`src/rtl/uart_pkg.sv`:
```
// Shared UART types and constants: receive FSM states, oversampling vote
// positions and the per-frame status flags.
package uart_pkg;

    localparam int UART_OVERSAMPLE = 16;
    localparam int UART_VOTE_LO    = 7;
    localparam int UART_VOTE_MID   = 8;
    localparam int UART_VOTE_HI    = 9;

    typedef enum logic [2:0] {
        ST_IDLE   = 3'd0,
        ST_START  = 3'd1,
        ST_DATA   = 3'd2,
        ST_PARITY = 3'd3,
        ST_STOP   = 3'd4
    } rx_deframe_state_t;

    typedef struct packed {
        logic parity_error;
        logic frame_error;
    } uart_rx_status_t;

    function automatic logic majority3(input logic [2:0] s);
        return (s[0] & s[1]) | (s[0] & s[2]) | (s[1] & s[2]);
    endfunction

endpackage

```
`src/rtl/uart_baud_tick.sv`:
```
// Oversample tick generator: down-counter reloaded from the divisor, one-cycle
// tick at zero. Holding it keeps the phase parked at the divisor value.
module uart_baud_tick #(
    parameter int DIV_W = 16
) (
    input  logic             clock,
    input  logic             reset_n,
    input  logic             hold,
    input  logic [DIV_W-1:0] baud_div,
    output logic             tick
);

    logic [DIV_W-1:0] cnt_q;
    logic [DIV_W-1:0] cnt_d;

    always_comb begin
        tick  = (cnt_q == '0) && !hold;
        cnt_d = cnt_q - DIV_W'(1);
        if (hold || (cnt_q == '0)) begin
            cnt_d = baud_div;
        end
    end

    always_ff @(posedge clock or negedge reset_n) begin
        if (!reset_n) begin
            cnt_q <= '0;
        end else begin
            cnt_q <= cnt_d;
        end
    end

endmodule

```
`src/rtl/uart_rx_deframer.sv`:
```
// 16x oversampling UART receiver with majority voting and a valid/ready output
// register. Parity support is compiled in only when UART_RX_PARITY_EN is defined.
module uart_rx_deframer
    import uart_pkg::*;
#(
    parameter int DATA_W     = 8,
    parameter int DIV_W      = 16,
    parameter int OVERSAMPLE = UART_OVERSAMPLE
) (
    input  logic              clock,
    input  logic              reset_n,
    input  logic              rx_en,
    input  logic [DIV_W-1:0]  baud_div,
    input  logic              parity_enable,
    input  logic              parity_odd,
    input  logic              stop_bit,
    input  logic              rx_pin,
    input  logic              rx_ready,
    output logic [DATA_W-1:0] rx_data,
    output logic              rx_valid,
    output logic              parity_error,
    output logic              frame_error,
    output logic              overrun_error,
    input  logic              overrun_clear,
    output logic              busy
);

    localparam int SCNT_W = $clog2(OVERSAMPLE);
    localparam int BCNT_W = (DATA_W > 1) ? $clog2(DATA_W) : 1;
    localparam logic [SCNT_W-1:0] SCNT_LAST = SCNT_W'(OVERSAMPLE - 1);
    localparam logic [SCNT_W-1:0] V_LO      = SCNT_W'(UART_VOTE_LO);
    localparam logic [SCNT_W-1:0] V_MID     = SCNT_W'(UART_VOTE_MID);
    localparam logic [SCNT_W-1:0] V_HI      = SCNT_W'(UART_VOTE_HI);
    localparam logic [BCNT_W-1:0] BCNT_LAST = BCNT_W'(DATA_W - 1);

    logic              sync1_q, sync2_q, prev_q;
    rx_deframe_state_t state_q;
    logic [SCNT_W-1:0] scnt_q, scnt_d;
    logic [BCNT_W-1:0] bcnt_q, bcnt_d;
    logic [DATA_W-1:0] shift_q, rx_data_q;
    logic [1:0]        samp_q;
    logic              par_err_q, frm_err_q, stop2_q;
    uart_rx_status_t   status_q;
    logic              rx_valid_q, overrun_q;

    logic              tick;
    logic              start_edge;
    logic              bit_v;
    logic              vote_now;
    logic              bit_end;
    logic              take;
    logic              par_mismatch;
    rx_deframe_state_t after_data;

    uart_baud_tick #(
        .DIV_W (DIV_W)
    ) u_tick (
        .clock    (clock),
        .reset_n  (reset_n),
        .hold     (state_q == ST_IDLE),
        .baud_div (baud_div),
        .tick     (tick)
    );

    // The third vote is the live synchronized pin at the last vote position.
    assign start_edge = prev_q & ~sync2_q;
    assign bit_v      = majority3({samp_q, sync2_q});
    assign vote_now   = tick && (scnt_q == V_HI);
    assign bit_end    = tick && (scnt_q == SCNT_LAST);
    assign scnt_d     = scnt_q + SCNT_W'(1);
    assign bcnt_d     = bcnt_q + BCNT_W'(1);
    assign take       = ~rx_valid_q | rx_ready;

`ifdef UART_RX_PARITY_EN
    assign after_data   = parity_enable ? ST_PARITY : ST_STOP;
    assign par_mismatch = bit_v ^ (^shift_q) ^ parity_odd;
    assign parity_error = status_q.parity_error;
`else
    logic unused_parity;
    assign after_data    = ST_STOP;
    assign par_mismatch  = 1'b0;
    assign parity_error  = 1'b0;
    assign unused_parity = parity_enable ^ parity_odd ^ status_q.parity_error ^ par_mismatch;
`endif

    always_ff @(posedge clock or negedge reset_n) begin
        if (!reset_n) begin
            sync1_q    <= 1'b1;
            sync2_q    <= 1'b1;
            prev_q     <= 1'b1;
            state_q    <= ST_IDLE;
            scnt_q     <= '0;
            bcnt_q     <= '0;
            shift_q    <= '0;
            samp_q     <= '0;
            par_err_q  <= 1'b0;
            frm_err_q  <= 1'b0;
            stop2_q    <= 1'b0;
            rx_data_q  <= '0;
            status_q   <= '0;
            rx_valid_q <= 1'b0;
            overrun_q  <= 1'b0;
        end else begin
            sync1_q <= rx_pin;
            sync2_q <= sync1_q;
            prev_q  <= sync2_q;

            if (rx_valid_q && rx_ready) begin
                rx_valid_q <= 1'b0;
            end
            if (overrun_clear) begin
                overrun_q <= 1'b0;
            end

            if (!rx_en) begin
                state_q <= ST_IDLE;
                scnt_q  <= '0;
                bcnt_q  <= '0;
                stop2_q <= 1'b0;
            end else begin
                if (tick && (state_q != ST_IDLE)) begin
                    scnt_q <= scnt_d;
                    if (scnt_q == V_LO) begin
                        samp_q[0] <= sync2_q;
                    end
                    if (scnt_q == V_MID) begin
                        samp_q[1] <= sync2_q;
                    end
                end

                unique case (state_q)
                    ST_IDLE: begin
                        scnt_q <= '0;
                        bcnt_q <= '0;
                        if (start_edge) begin
                            state_q   <= ST_START;
                            par_err_q <= 1'b0;
                            frm_err_q <= 1'b0;
                            stop2_q   <= 1'b0;
                        end
                    end
                    ST_START: begin
                        if (vote_now && bit_v) begin
                            state_q <= ST_IDLE;
                        end else if (bit_end) begin
                            state_q <= ST_DATA;
                        end
                    end
                    ST_DATA: begin
                        if (vote_now) begin
                            shift_q <= {bit_v, shift_q[DATA_W-1:1]};
                        end
                        if (bit_end) begin
                            if (bcnt_q == BCNT_LAST) begin
                                bcnt_q  <= '0;
                                state_q <= after_data;
                            end else begin
                                bcnt_q <= bcnt_d;
                            end
                        end
                    end
`ifdef UART_RX_PARITY_EN
                    ST_PARITY: begin
                        if (vote_now && par_mismatch) begin
                            par_err_q <= 1'b1;
                        end
                        if (bit_end) begin
                            state_q <= ST_STOP;
                        end
                    end
`endif
                    ST_STOP: begin
                        // Finish at the vote of the last stop bit so the next start edge is caught.
                        if (vote_now) begin
                            if (stop_bit && !stop2_q) begin
                                stop2_q <= 1'b1;
                                if (!bit_v) begin
                                    frm_err_q <= 1'b1;
                                end
                            end else begin
                                state_q <= ST_IDLE;
                                if (take) begin
                                    rx_data_q             <= shift_q;
                                    status_q.parity_error <= par_err_q;
                                    status_q.frame_error  <= frm_err_q | ~bit_v;
                                    rx_valid_q            <= 1'b1;
                                end else begin
                                    overrun_q <= 1'b1;
                                end
                            end
                        end
                    end
                    default: begin
                        state_q <= ST_IDLE;
                    end
                endcase
            end
        end
    end

    assign rx_data       = rx_data_q;
    assign rx_valid      = rx_valid_q;
    assign frame_error   = status_q.frame_error;
    assign overrun_error = overrun_q;
    assign busy          = (state_q != ST_IDLE);

endmodule

```
`config.mk`:
```
export PLATFORM = sky130hd
export DESIGN_NAME = uart_rx_deframer
export DESIGN_NICKNAME = d
export VERILOG_FILES = /design/src/rtl/uart_pkg.sv /design/src/rtl/uart_baud_tick.sv /design/src/rtl/uart_rx_deframer.sv
export SDC_FILE = /design/constraint.sdc
export NUM_CORES = 1
export LEC_CHECK = 0
export ABC_AREA = 1
export BUFFER_PORTS_ARGS = -buffer_cell sky130_fd_sc_hd__clkbuf_2
export CORE_UTILIZATION = 40
export CTS_BUF_LIST = sky130_fd_sc_hd__clkbuf_8
export CTS_CLUSTER_DIAMETER = 200
export CTS_CLUSTER_SIZE = 14
export DETAILED_ROUTE_END_ITERATION = 8
export PLACE_DENSITY = 0.65
export SYNTH_ARGS = -nofsm -noshare
export SYNTH_HDL_FRONTEND = slang
export SYNTH_HIERARCHICAL = 1
export SYNTH_SLANG_ARGS = --single-unit
export TNS_END_PERCENT = 1
```
`constraint.sdc`:
```
create_clock -name clock -period 2.75 [get_ports clock]
set_input_delay 0.55 -clock clock [delete_from_list [all_inputs] [get_ports clock]]
set_output_delay 0.55 -clock clock [all_outputs]
set_load 0.02 [all_outputs]
```
==> results.md, run 1 <==
- Max_cap viols: 0
- GR Layer Usage met3: 0.0313
- Most frequent cells in the layout: 136 x nand2_1, 49 x dfrtp_1, 47 x inv_1
- Worst setup margin: 0.346 ns
- Max-slew headroom: 0.566
- Buffers on Ports: 34
- Critical path's top delay family: simple AND/OR/NAND/NOR gates
- DPL Wire Length: 3.83 mm
- CP endpoint kind: register
- Met1 GRT Util: 0.203
- Netlist Area Pre-Place: 0.00290 mm2
- RSZ-0062 raised after global routing: no
- Leak: 0.00169 uW
- Dpl cells: 494
- Final nets: 437
- Mapped Nets: 400
- # setup viols final: 0
- Clk_skew: 0.00921 ns
- Post_cts resized: 0
- Final worst path period need: 2.40 ns
- CP Buf/Inv Count: 2
- Crit start category: register
- CTS tree: built
- Ys Warns: 6
- CP Depth: 13
- Reg clk slew, reported paths: 0.10 ns
- Die height: 87.2 um
- Clk_lat worst skew: 0.30 ns
- Count of cell types in the netlist: 30
- Via density: 4.54
- Routed len/inst: 10.2 um
- Worst stage delay on the critical path: 0.43 ns
- Root Buffer: clkbuf_8
- Logic gate share of total power: 0.380
- R2R cell count: 13
- Clock Path Buffers: 2
- Mean post-synth cell area: 7.87 um2
- Status: complete, no violations
- Total CTS buffers: 5
- CTS sink count: 52
- First-pass GRT wire length: 9.61 mm
- CP cell instances: inv_1, ha_1, nand2_2, nor2_4, nand2_4, nor2_1, nand2_2, nor2_4, inv_1, a21oi_2, o21ai_0, nand2_1, nand2_1
- # diodes: 0
- Total GRT Usage: 0.160
- Register area share after synthesis: 0.449
- Psw: 1060 uW
- Fin Setup TNS: 0 ns
- Internal power: 1520 uW
- Largest net degree at the start of global routing: 53
- Antenna Violating Nets Remaining: 0
- Final non-filler cell total: 503
- TritonRoute pass-1 iters: 4
- Met2 GRT Util: 0.283
- Crit Path Category: reg2reg
- DIE AREA: 0.00760 mm2
- Least-Margin Pin Slew: 0.651 ns
- Pre-CTS setup slack: 0.300 ns
- Worst hold stages: 1
- Period utilization: 0.874
- Core area: 0.00691 mm2
- Most common cell after layout, fill and taps aside: nand2_1
- Global route total overflow: 0
- CP max stage cell: dfrtp_1
- Layout area overhead: 12.3%
- Initial core utilization: 0.420
- Vias in the first global route: 2,250
- Flop and latch count out of synthesis: 52
- Share of layout cells above drive strength 1: 0.214
- Power density cells: 791 mW/mm2
- Final slew viol count: 0
- DRC viols: 0
- H-tree levels: 2
- Starting DRT DRC Count: 86
- WP data arrival: 2.61 ns
- Num rows: 30
- Clock Power Share: 0.206
- Syn Inst Count: 369
- Req. time, crit path: 2.96 ns
- Grt peak-use layer: met2
- Die W: 87.2 um
- Worst Path Max Fanout: 5
- Vias: 2,285
- Fin. Hold Viols: 0
- Sw Share: 0.412
- Worst Hold Class: in2reg
- Sequential share of power: 0.414
- GPL Wtd Cong: 0.800
- Antenna violations before repair: 0
- Total wire length: 5.16 mm
- Worst vdd ir: 0.279 mV
- Max Clock Freq: 416 MHz
- Top-level I/O count: 38
## state kept, by name, indices dropped and copies added (netlist names), 2 cells and up
name          flops
state_q           3
scnt_q            4
rx_data           8
u_tick/cnt_q     16
bcnt_q            3
shift_q           8
samp_q            2
## repair_timing
item | CTS | global route
hold buffers | 0 | 0
buffers inserted | 0 | 1
setup endpoints to repair | 0 | 4
## routing by layer
layer	wire, um	vias up
met1	2430	1044
met2	2530	25
li1	-	1214
met3	149	2
met4	42	0
met5	0	-
## through the flow
step | hold slack [ns] | total power [uW] | area, um2 | util
5_1_grt | 0.304 | 2830 | 3260 | 0.472
2_1_floorplan | 0.254 | 1930 | 2900 | -
3_3_place_gp | 0.346 | 2050 | 3130 | 0.453
3_5_place_dp | 0.347 | 2070 | 3130 | 0.453
6_report | 0.324 | 2580 | 3260 | 0.472
4_1_cts | 0.311 | 2620 | 3240 | 0.469
## final timing paths
check                                     start         end  slack [ns]
max in group asynchronous               reset_n   scnt_q[2]        1.97
worst max register to register  u_tick/cnt_q[0]     stop2_q        0.35
worst max-delay path            u_tick/cnt_q[0]     stop2_q        0.35
worst min-delay path                     rx_pin     sync1_q        0.32
min in group asynchronous               reset_n  rx_data[4]        0.35
worst min register to register          sync1_q     sync2_q        0.36
## synthesized netlist by cell type (all sizes together)
library cell / number / area [um2]
nor3: 1 / 5.00
ha: 6 / 75.1
or2: 1 / 6.26
nand4: 4 / 40.0
conb: 1 / 3.75
xor2: 4 / 35.0
and2: 1 / 6.26
a21oi: 4 / 27.5
nand3: 18 / 90.1
dfrtp: 49 / 1230
nand2: 142 / 558
buf: 6 / 72.6
a31oi: 1 / 6.26
dfstp: 3 / 78.8
nor2: 42 / 205
o21ai: 34 / 253
o22ai: 1 / 6.26
nand3b: 2 / 15.0
xnor2: 2 / 17.5
inv: 47 / 176
## final cells by class
class,count,area [um2]
Sequential cell,52,1310
Tap cell,96,120
Clock inverter,3,42.5
Multi-Input combinational cell,264,1350
Timing Repair Buffer,36,198
Fill cell,723,3650
Inverter,47,176
Clock buffer,5,68.8
## logic make-up (layout without fill, tap and decap cells)
kind of cell,Yosys count,in the layout,share of synthesized area
other,1,1,0.00129
DFF,52,52,0.449
AOI/OAI and AO/OA,40,40,0.101
xor gates and xnor gates,6,6,0.0181
and+or+nand+nor,211,211,0.319
adders and majority gates,6,6,0.0259
buffers and inverters,53,91,0.0857
## worst register-to-register path: stages (launching register included)
cell	delay, ns
dfrtp_1	0.43
inv_1	0.13
ha_1	0.27
nand2_2	0.14
nor2_4	0.22
nand2_4	0.08
nor2_1	0.21
nand2_2	0.12
nor2_4	0.21
inv_1	0.11
a21oi_2	0.18
o21ai_0	0.10
nand2_1	0.07
nand2_1	0.04
## power groups by stage
stage	registers (uW)	clock network [uW]	logic [uW]
2_1_floorplan	1040	0	882
4_1_cts	1070	554	996
6_report	1070	530	981
3_5_place_dp	1080	0	991
3_3_place_gp	1080	0	973
5_1_grt	1100	584	1150
Power figures use the tool's default switching activity.
==> run 2, diff against run 1 <==
Settings changed: SYNTH_HIERARCHICAL 1 to not set.
==> results.md, run 2 <==
- Worst Hold Class: in2async
- CP endpoint kind: output port
- Buffers on Ports: 34 (unchanged)
- CTS tree: built
- Register bank with the most flops: u_tick.cnt_q
- R2R setup slack: 0.99 ns (+0.64 ns)
- Layout area overhead: 13.0%
- Leak: 0.00145 uW (-14%)
- Post_cts resized: 0 (unchanged)
- Post-synth top area share: 0.462 (+0.0398)
- First-pass GRT wire length: 8.73 mm (-9.2%)
- Worst vdd ir: 0.344 mV (+23%)
- GPL Wtd Cong: 0.800 (about the same)
- # diodes: 0 (unchanged)
- Max-slew headroom: 0.536 (-0.0301)
- Share of layout cells above drive strength 1: 0.208 (-0.00567)
- Flop and latch count out of synthesis: 52 (unchanged)
- Total GRT Usage: 0.154 (-0.00593)
- Total CTS buffers: 5 (unchanged)
- Fin Setup TNS: 0 ns (unchanged)
- Total Power: 1990 uW (-23%)
- Reg clk slew, reported paths: 0.10 ns (about the same)
- Period utilization: 0.667 (-0.207)
- Top cells by count, synth: 76 x nand2_1, 49 x dfrtp_1, 37 x inv_1, 28 x o21ai_1, 23 x nor2_1
- Least-Margin Pin Slew: 0.696 ns (+0.0452 ns)
- WP data arrival: 1.28 ns (-1.33 ns)
- Cell taking the most area after synthesis: dfrtp_1
- Vias: 1,976 (-14%)
- TritonRoute pass-1 iters: 4 (unchanged)
- Via density: 4.67 (+2.8%)
- Mapped Nets: 340 (-15%)
- CP endpoint: busy
- Initial core utilization: 0.416 (-0.00491)
- FF-to-FF End: state_q[1]
- Post-synth EDFFs: 0 (unchanged)
- Netlist Area Pre-Place: 0.00265 mm2 (-8.6%)
- Routed len/inst: 11.4 um (+11%)
- Status: complete, no violations
- Antenna Violating Nets Remaining: 0 (unchanged)
- Most frequent cells in the layout: 76 x nand2_1, 49 x dfrtp_1, 37 x inv_1
- Req. time, crit path: 2.20 ns (-0.76 ns)
- Top-level I/O count: 38 (unchanged)
- R2R cell count: 13 (unchanged)
- R2r startpoint: u_tick.cnt_q[0]
- Worst Path Max Fanout: 5 (unchanged)
- DRC viols: 0 (unchanged)
- Crit Path Category: reg2out
- Final worst path period need: 1.83 ns (-0.570 ns)
- Hold-fix buffers, CTS: 0 (unchanged)
- Register area share after synthesis: 0.492 (+0.0424)
- Ys Warns: 0 (-6)
- H-tree levels: 2 (unchanged)
- Num rows: 29 (-3.3%)
- Clk_lat worst skew: 0.31 ns (about the same)
- RSZ-0062 raised after global routing: no
- Crit. Startpoint: state_q[1]
- Vias in the first global route: 2,020 (-10%)
- Async S/R FF share, synth: 1.00 (unchanged)
- Mean post-synth cell area: 8.62 um2 (+9.5%)
- Final nets: 377 (-14%)
- Crit start category: register
- Max Clock Freq: 545 MHz (+31%)
- Count of cell types in the netlist: 37 (+23%)
- Max reg flops: 16 (unchanged)
- Power density cells: 665 mW/mm2 (-16%)
- Largest net degree at the start of global routing: 29 (-45%)
- CTS sink count: 52 (unchanged)
- DIE AREA: 0.00696 mm2 (-8.4%)
- Starting DRT DRC Count: 67 (-22%)
- DPL Wire Length: 3.60 mm (-6.0%)
- # setup viols final: 0 (unchanged)
- Core area: 0.00639 mm2 (-7.5%)
- Root Buffer: clkbuf_8
- Max_cap viols: 0 (unchanged)
- Syn Inst Count: 308 (-17%)
- Total wire length: 4.83 mm (-6.4%)
- Final slew viol count: 0 (unchanged)
- Die W: 83.5 um (-4.3%)
- # Post-CTS Setup Buffers: 0 (unchanged)
- Antenna violations before repair: 0 (unchanged)
- Most common cell after layout, fill and taps aside: nand2_1
- Clock Path Buffers: 2 (unchanged)
- Top-count cell post-synth: nand2_1
- Global route total overflow: 0 (unchanged)
- Die height: 83.5 um (-4.3%)
- Synth area leaders: dfrtp_1 46%, nand2_1 11%, o21ai_1 5.3%
- Primary FF master, synth: dfrtp_1
- Fin. Hold Viols: 0 (unchanged)
- Clk_skew: 0.0108 ns (+0.00155 ns)
==> run 2: layout make-up <==
type | instances | area [um2]
Tap cell | 77 | 96.3
Timing Repair Buffer | 35 | 190
Clock buffer | 5 | 68.8
Clock inverter | 3 | 28.8
Fill cell | 627 | 3390
Inverter | 42 | 165
Multi-Input combinational cell | 209 | 1140
Sequential cell | 52 | 1310
==> run 2: through the flow <==
stage	setup slack (ns)	hold slack [ns]	cells	cell area, um2	utilization
CTS	0.892	0.283	423	3000	0.470
global route	0.752	0.289	423	3000	0.470
detailed placement	0.992	0.347	415	2900	0.454
finish	0.915	0.267	423	3000	0.470
floorplan	1.18	0.254	308	2650	-
global placement	1.00	0.347	415	2900	0.454
==> run 2: worst min path at each step <==
stage / slack (ns) / start / depth (start not counted) / endpoint
3_3_place_gp: 0.35 / sync1_q / 0 / sync2_q
4_1_cts: 0.28 / reset_n / 1 / bcnt_q[2]
6_report: 0.27 / reset_n / 1 / bcnt_q[2]
2_1_floorplan: 0.25 / reset_n / 0 / bcnt_q[0]
3_5_place_dp: 0.35 / sync1_q / 0 / sync2_q
5_1_grt: 0.29 / rx_pin / 1 / sync1_q
==> run 2: worst max-delay path, stage by stage (launching register included) <==
cell and delay [ns]:
dfrtp_1 0.41, inv_1 0.08, nand2_1 0.09, nor2_4 0.15, inv_2 0.08, clkbuf_2 0.16
==> run 2: kinds of logic after synthesis <==
family / Yosys count / share of synthesized area
flops: 52 / 0.492
fa+ha+maj: 7 / 0.0330
other cells: 1 / 0.00141
simple gates: 144 / 0.263
xor+xnor: 13 / 0.0429
compound gates: 44 / 0.0910
buf+inv: 47 / 0.0768
==> run 2: where the power goes <==
group	internal (uW)	total, uW	switching (uW)
clock network	193	480	287
logic	203	537	334
registers	871	977	106
==> run 2: layer usage <==
metal	vias up	GRT usage	wire length (um)
met5	-	0	0
met2	19	0.257	2290
met1	905	0.205	2390
met4	0	0.0462	37
li1	1050	-	-
met3	2	0.0297	112
==> run 3, diff against run 2 <==
Settings changed: PLACE_DENSITY 0.65 to 0.67.
Clock period 2.75 ns to 1.67 ns, I/O delays scaled along.
==> results.md, run 3 (synthesis gave the netlist of run 2 again) <==
- Status: finished, violations left
- Failing checks: setup timing
- Final slew viol count: 0 (unchanged)
- Layout area overhead: 24.3%
- Clock Path Buffers: 2 (unchanged)
- R2R setup slack: -0.13 ns (-1.12 ns)
- Most frequent cells in the layout: 67 x nand2_1, 49 x dfrtp_1, 34 x inv_1, 34 x clkbuf_2, 26 x o21ai_1
- RSZ-0062 raised after global routing: yes
- # diodes: 0 (unchanged)
- Starting DRT DRC Count: 77 (+15%)
- Worst vdd ir: 0.850 mV (+150%)
- Routed len/inst: 12.1 um (+5.8%)
- Final nets: 397 (+5.3%)
- Worst setup margin: -0.134 ns (-1.05 ns)
- Req. time, crit path: 1.87 ns (-0.33 ns)
- Vias: 2,105 (+6.5%)
- TritonRoute pass-1 iters: 4 (unchanged)
- DPL Wire Length: 3.72 mm (+3.3%)
- Clk_lat worst skew: 0.30 ns (about the same)
- Crit start category: register
- Max_cap viols: 0 (unchanged)
- Final instance area: 0.00330 mm2 (+10%)
- Reg clk slew, reported paths: 0.10 ns (about the same)
- Dpl cells: 428 (+3.1%)
- Worst Path Max Fanout: 5 (unchanged)
- Total CTS buffers: 5 (unchanged)
- R2R cell count: 12 (-1)
- CTS sink count: 52 (unchanged)
- Largest net degree at the start of global routing: 53 (+83%)
- Core area: 0.00639 mm2 (unchanged)
- Antenna violations before repair: 0 (unchanged)
- FF-to-FF End: samp_q[1]
- Power density cells: 1150 mW/mm2 (+73%)
- FF+latch area: 0.00131 mm2 (unchanged)
- Hold-fix buffers, CTS: 0 (unchanged)
- DRC viols: 0 (unchanged)
- Die W: 83.5 um (unchanged)
- Num rows: 29 (unchanged)
- R2r startpoint: u_tick.cnt_q[1]
- Buffers on Ports: 34 (unchanged)
- Register bank with the most flops: u_tick.cnt_q
- GPL Wtd Cong: 0.818 (+2.2%)
- Final worst path period need: 1.80 ns
- Antenna Violating Nets Remaining: 0 (unchanged)
- Most common cell after layout, fill and taps aside: nand2_1
- Fin util: 0.516 (+0.0468)
- Area of the multi-input gates: 0.00123 mm2 (+7.8%)
- Period utilization: 1.08
- Leak: 0.00157 uW (+8.2%)
- Crit Path Category: reg2reg
- Root Buffer: clkbuf_8
- Initial core utilization: 0.416 (unchanged)
- Max reg flops: 16 (unchanged)
- Worst Hold Class: in2async
- Vias in the first global route: 2,077 (+2.8%)
- CTS tree: built
- Fill cells: 593 (-5.4%)
- H-tree levels: 2 (unchanged)
- Pre-CTS setup slack: -0.0245 ns (-1.02 ns)
- Top-level I/O count: 38 (unchanged)
- Placed Instance Area: 0.00301 mm2 (+3.8%)
- Total wire length: 5.35 mm (+11%)
- Share of layout cells above drive strength 1: 0.306 (+0.0979)
- Fin. Hold Viols: 0 (unchanged)
- # setup viols final: 33 (+33)
- Clk_skew: 0.00850 ns (-0.00225 ns)
- Max Clock Freq: 554 MHz
- WP data arrival: 2.00 ns (+0.72 ns)
- Final non-filler cell total: 443 (+4.7%)
- First-pass GRT wire length: 8.95 mm (+2.5%)
- DIE AREA: 0.00696 mm2 (unchanged)
- CP endpoint kind: register
- Global route total overflow: 0 (unchanged)
- Total GRT Usage: 0.158 (+0.00342)
- Via density: 4.75 (+1.7%)
- Die height: 83.5 um (unchanged)
==> run 3: cell count changes in the layout (fill, tap and decap cells not counted), moves of 2 or more <==
cell | before | now
buf_4 | 0 | 16
buf_6 | 0 | 2
inv_1 | 37 | 34
inv_2 | 3 | 5
nand2_1 | 76 | 67
nand2_2 | 2 | 10
nor2_1 | 23 | 21
nor2_4 | 6 | 9
o21ai_0 | 8 | 6
o21ai_1 | 28 | 26
o21ai_2 | 0 | 4
==> run 3: worst max-delay path, cell delays in order, from the launching register on <==
cell and delay, ns:
dfrtp_1 0.40, inv_2 0.09, ha_4 0.13, inv_2 0.03, nor2_2 0.11, nand2_2 0.08, nor2_4 0.18, buf_6 0.14
nand2_8 0.06, nor2_4 0.13, nand4_1 0.13, o21ai_1 0.16, inv_1 0.05
==> run 3: layer usage <==
metal,global-route usage,up-vias,share of wire
li1,-,1083,-
met1,0.198,994,0.45
met2,0.278,24,0.52
met3,0.0287,4,0.026
met4,0.0462,0,0.0082
met5,0,-,0
==> run 3: per-stage QoR <==
step                      power, uW  hold slack (ns)  setup TNS, ns
after global placement         2670            0.347        -0.0313
after CTS                      3620           0.0122         -0.462
after floorplan                2310           0.0384              0
after detailed placement       2710            0.348        -0.0819
final                          3790          0.00968          -1.96
after global routing           4050           0.0246          -6.34
==> run 3: cell type report <==
cell class | count | area share
sequential | 52 | 0.396
multi-input combinational | 209 | 0.374
timing repair buffer | 55 | 0.115
inverter | 42 | 0.0516
tap | 77 | 0.0292
clock buffer | 5 | 0.0209
clock inverter | 3 | 0.0140
==> run 3: worst max path at each step <==
stage                          from    endpoint  slack [ns]
floorplan           u_tick.cnt_q[0]  state_q[2]         0.1
global placement    u_tick.cnt_q[0]  state_q[2]       -0.02
detailed placement  u_tick.cnt_q[0]  state_q[2]       -0.02
CTS                 u_tick.cnt_q[0]  state_q[2]       -0.07
global route        u_tick.cnt_q[1]   samp_q[1]       -0.26
finish              u_tick.cnt_q[1]   samp_q[1]       -0.13
==> run 3: power by group <==
group	internal (uW)	leakage (uW)	switching, uW
sequential	1430	0.000666	165
clock	452	0.0000548	429
combinational	606	0.000848	707
total	2490	0.00157	1300
==> run 3: what timing repair did <==
item                       4_1_cts  5_1_grt
gates resized for setup          2       30
pin swaps                        0        9
setup buffers                    0        6
cloned                           0        1
setup endpoints to repair       21       46
